$ cat config.mk
export PLATFORM = sky130hd
export DESIGN_NAME = vred_andorxor_accum
export DESIGN_NICKNAME = d
export VERILOG_FILES = /design/src/rtl/vred_andorxor_accum.sv
export SDC_FILE = /design/constraint.sdc
export NUM_CORES = 1
export LEC_CHECK = 0
export CORE_MARGIN = 1
export CORE_UTILIZATION = 50
export DETAILED_ROUTE_END_ITERATION = 12
export PLACE_DENSITY = 0.78
export RECOVER_POWER = 50
export SYNTH_ARGS = -nofsm -noshare
export SYNTH_HDL_FRONTEND = slang
export SYNTH_SLANG_ARGS = --single-unit
$ cat constraint.sdc
create_clock -name clk -period 5.1 [get_ports clk]
set_clock_uncertainty 0.15 [all_clocks]
set_input_delay 1.02 -clock clk [delete_from_list [all_inputs] [get_ports clk]]
set_output_delay 1.02 -clock clk [all_outputs]
set_load 0.03 [all_outputs]
$ cat src/rtl/vred_andorxor_accum.sv
// Multi-beat and/or/xor reduction accumulator.
// Each accepted beat is folded across its active lanes. The result is then folded into a
// running accumulator that is seeded with the scalar operand. After the last beat the
// result is held for the writeback stage until that stage accepts it.
module vred_andorxor_accum #(
    parameter int unsigned DATA_WIDTH  = 64,
    parameter int unsigned ELEM_WIDTH  = 32,
    parameter int unsigned OPSEL_WIDTH = 2,
    localparam int unsigned LANES      = DATA_WIDTH / ELEM_WIDTH
) (
    input  logic                   clk,
    input  logic                   rst,
    input  logic                   in_valid,
    output logic                   in_ready,
    input  logic                   in_start,
    input  logic                   in_last,
    input  logic [OPSEL_WIDTH-1:0] in_opSel,
    input  logic [ELEM_WIDTH-1:0]  in_seed,
    input  logic [DATA_WIDTH-1:0]  in_data,
    input  logic [LANES-1:0]       in_mask,
    output logic                   out_valid,
    input  logic                   out_ready,
    output logic [ELEM_WIDTH-1:0]  out_data
);

    localparam logic [OPSEL_WIDTH-1:0] OpAnd = OPSEL_WIDTH'(1);
    localparam logic [OPSEL_WIDTH-1:0] OpOr  = OPSEL_WIDTH'(2);
    localparam logic [OPSEL_WIDTH-1:0] OpXor = OPSEL_WIDTH'(3);

    typedef enum logic [1:0] {StIdle, StAcc, StHold} state_e;

    state_e                  state_q, state_d;
    logic [ELEM_WIDTH-1:0]   acc_q, acc_d;
    logic [OPSEL_WIDTH-1:0]  op_q, op_d;
    logic [ELEM_WIDTH-1:0]   out_data_q, out_data_d;
    logic [OPSEL_WIDTH-1:0]  beat_op;
    logic [ELEM_WIDTH-1:0]   beat_red;
    logic                    in_fire;

    // Two-operand fold; any op outside and/or/xor (including null) yields zero.
    function automatic logic [ELEM_WIDTH-1:0] fold(input logic [ELEM_WIDTH-1:0]  a,
                                                   input logic [ELEM_WIDTH-1:0]  b,
                                                   input logic [OPSEL_WIDTH-1:0] op);
        logic [ELEM_WIDTH-1:0] r;
        r = '0;
        if (op == OpAnd)      r = a & b;
        else if (op == OpOr)  r = a | b;
        else if (op == OpXor) r = a ^ b;
        return r;
    endfunction

    function automatic logic [ELEM_WIDTH-1:0] identity(input logic [OPSEL_WIDTH-1:0] op);
        return (op == OpAnd) ? '1 : '0;
    endfunction

    assign in_ready  = (state_q != StHold) & ~rst;
    assign in_fire   = in_valid & in_ready;
    assign out_valid = (state_q == StHold);
    assign out_data  = out_data_q;

    // A start beat is reduced with its own op, not the one latched from a previous reduction.
    assign beat_op = in_start ? in_opSel : op_q;

    // Fold the lanes of the current beat; masked lanes contribute the op identity.
    always_comb begin
        logic [ELEM_WIDTH-1:0] lane;
        lane     = '0;
        beat_red = identity(beat_op);
        for (int unsigned i = 0; i < LANES; i++) begin
            lane     = in_mask[i] ? in_data[i*ELEM_WIDTH +: ELEM_WIDTH] : identity(beat_op);
            beat_red = fold(beat_red, lane, beat_op);
        end
    end

    // Next-state, accumulator and result capture.
    always_comb begin
        state_d    = state_q;
        acc_d      = acc_q;
        op_d       = op_q;
        out_data_d = out_data_q;
        unique case (state_q)
            StIdle, StAcc: begin
                if (in_fire) begin
                    if (in_start) begin
                        // Start beats always (re)open a reduction, abandoning any in flight.
                        op_d    = in_opSel;
                        acc_d   = fold(in_seed, beat_red, in_opSel);
                        state_d = in_last ? StHold : StAcc;
                    end else if (state_q == StAcc) begin
                        acc_d = fold(acc_q, beat_red, op_q);
                        if (in_last) state_d = StHold;
                    end
                end
            end
            StHold: begin
                if (out_ready) state_d = StIdle;
            end
            default: state_d = StIdle;
        endcase
        // Capture the result separately so out_data survives the next reduction's start.
        if (state_q != StHold && state_d == StHold) out_data_d = acc_d;
    end

    // State registers with synchronous reset.
    always_ff @(posedge clk) begin
        if (rst) begin
            state_q    <= StIdle;
            acc_q      <= '0;
            op_q       <= '0;
            out_data_q <= '0;
        end else begin
            state_q    <= state_d;
            acc_q      <= acc_d;
            op_q       <= op_d;
            out_data_q <= out_data_d;
        end
    end

endmodule
==> metrics <==
TritonCTS buffer count 9; top cell family by delay on the critical path compound AO/OA/AOI/OAI gates; setup bufs post-CTS 0; Max clock buf depth 2; startpoint types input pin; Slew @ Worst Pin approximately 1.1 ns; clk_lat worst skew between 0.3 and 0.4 ns; CTS tree done; Rows 47; Hold Path Cell Cnt 1; syn nets approximately 1300; fin nets 1379; GRT overflow 0; Finished Cell Area 10300 um^2; most frequent cells in the layout ha_1, clkdlybuf4s50_1, inv_1; Die H 133 um; Distinct cells, synth between 40 and 50; clk root buf clkbuf_16; Synth area leaders ha_1, dfxtp_1, mux2_2; Final Core Density 0.620; Layout Cells excl Fill 1305; post-synth top area cell ha_1; initial antenna violation count 0; GRT Total Usage 0.267; worst path required time between 5 and 6 ns; Crit Path Class input pin to flip-flop; relative slew slack 0.294; reg2reg setup slack between 1 and 1.5 ns; syn avg cell area around 8.6 um^2; port bufs approximately 140; xor and xnor area share after synthesis 0; Period minus WS final roughly 4.8 ns; max cap viols 0; Setup-failing EPs final 0; drt pass-1 iters 6; unrepaired setup endpoints after global routing no; Synth Area in Compound Gates 0.318; DIE AREA between 15000 and 20000 um^2; DIE WIDTH 133 um; post-cts hold buffer count 0; Seq cells post-synth between 60 and 70; reg2reg path depth 14; CORE AREA 16600 um^2; hpwl dp 16900 um; HP Start out_data[24]; fmax around 210 MHz; crit-path max cell delay roughly 0.55 ns; Final ANT Viol Nets 0; Fin. Hold Viols 0; r2r endpoint acc_q[28]; crit path max fanout 4; Worst VDD drop just over 0.0002 V; part of the Yosys area used for sequential elements 0.159; largest net degree at the start of global routing 65; HP Class flip-flop to flip-flop; Sink Count 68; top cell type's share of synthesized area 0.282; commonest non-fill, non-tap cell in the layout ha_1; setup TNS 0 ns; total power approximately 2.0 mW; Worst Setup End Kind flip-flop; simple-gate share of the synthesized area 0.0702; Fillers 1357; final worst setup slack 0.346 ns; Placed Area between 10000 and 15000 um^2; hold endpoint out_data[24]; Via density approximately 5.9; I/O Pins 140; Vias between 7000 and 8000; reg2reg start op_q[1]; CP Data Arrival Time 4.83 ns; Period Utilization, post-route 0.932; max-slew violations 0; Synth Warn # 0; vias in the first global route 7181; status finished clean; worst path bufs/invs 2; proportion of synthesized area in mux cells 0.0870; P per Cell Area about 190 nW/um^2; CP cell instances clkdlybuf4s50_1, mux2_1, nor2_4, inv_2, nor2_1, a21oi_1, ha_1, o21ai_0, o22ai_1, ha_1, a21oi_1, o21a_1, ha_1, mux2_2, a2111oi_0, a21oi_1, o221a_2; H-tree depth 3; share of cells above drive strength 1 0.113; WL final ~24000 um; largest family of logic cells by synthesized area compound AO/OA/AOI/OAI gates; DR iter-0 viols 815; Antenna diodes 0; Placed Cells incl. Taps approximately 1300; DR WL/cell around 18 um; Starting Density 0.514; DRC 0; Area Growth Syn to Fin 20.6%; Adder-Cell Fraction of Synth Area 0.282; CTS clk-pin slew, worst paths about 0.06 ns; first-pass GRT wire length 37900 um; Final Wtd Congestion around 0.84; leakage 4.78 nW; Cell Area, Synth between 8000 and 9000 um^2; post-CTS resize count 0; Mapped Cells 993; dpl ws roughly 0.021 ns; CP max-delay cell clkdlybuf4s50_1; WHS 0.323 ns
## cells in the mapped netlist
cell / count
nor3b_1: 13
ha_1: 193
nand4bb_1: 1
o221a_2: 14
o21ai_0: 66
o21a_1: 59
o221ai_1: 1
nor3_1: 1
a2111oi_0: 14
nor2_4: 2
and2_1: 18
or3b_1: 1
mux2_2: 51
nor2b_1: 3
buf_1: 2
or3_1: 1
a21oi_1: 76
a221oi_1: 26
dfxtp_1: 68
o21ai_2: 1
a22o_1: 36
a22oi_1: 4
a221oi_2: 10
nand3_1: 2
a2bb2oi_1: 18
a21o_1: 32
o41a_1: 1
inv_1: 85
mux2i_1: 17
nand2b_1: 3
or2_1: 1
o22a_1: 14
nand2_1: 33
nor2_1: 36
inv_2: 2
buf_2: 30
nor4b_4: 1
o22ai_1: 1
clkbuf_1: 52
buf_6: 3
o211ai_1: 1
## how the worst max path moves through the flow
stage,cells past startpoint,endpoint,start
after global placement,17,acc_q[30],in_start
after global routing,17,acc_q[30],in_start
after floorplan,17,acc_q[30],in_start
after CTS,17,acc_q[30],in_start
after detailed placement,17,acc_q[30],in_start
final,17,acc_q[30],in_start
## metal layers
layer,share of wire,GRT usage
met5,0,0
met3,0.065,0.0330
met2,0.41,0.392
met1,0.51,0.406
met4,0.014,0.0677
## final cells by class
cell class	count	area (um^2)	share of cell area
timing repair buffer	163	1600	0.155
tap	220	275	0.0267
clock inverter	7	43.8	0.00425
inverter	87	327	0.0317
multi-input combinational	751	6480	0.629
sequential	68	1360	0.132
clock buffer	9	225	0.0218
## state kept, by name (all words and copies together) (netlist names)
| signal | flops |
|---|---|
| state_q | 2 |
| acc_q | 32 |
| op_q | 2 |
| out_data | 32 |
## kinds of logic after synthesis
kind of cell               Yosys count
DFF                                 68
AOI/OAI and AO/OA                  374
adders and majority gates          193
and+or+nand+nor                    116
muxes                               68
buffers and inverters              174
## power breakdown
part	internal [mW]	switching [mW]
registers	0.558	0.0180
logic	0.370	0.450
clock network	0.326	0.242
total	1.25	0.709
Power figures use the tool's default switching activity.
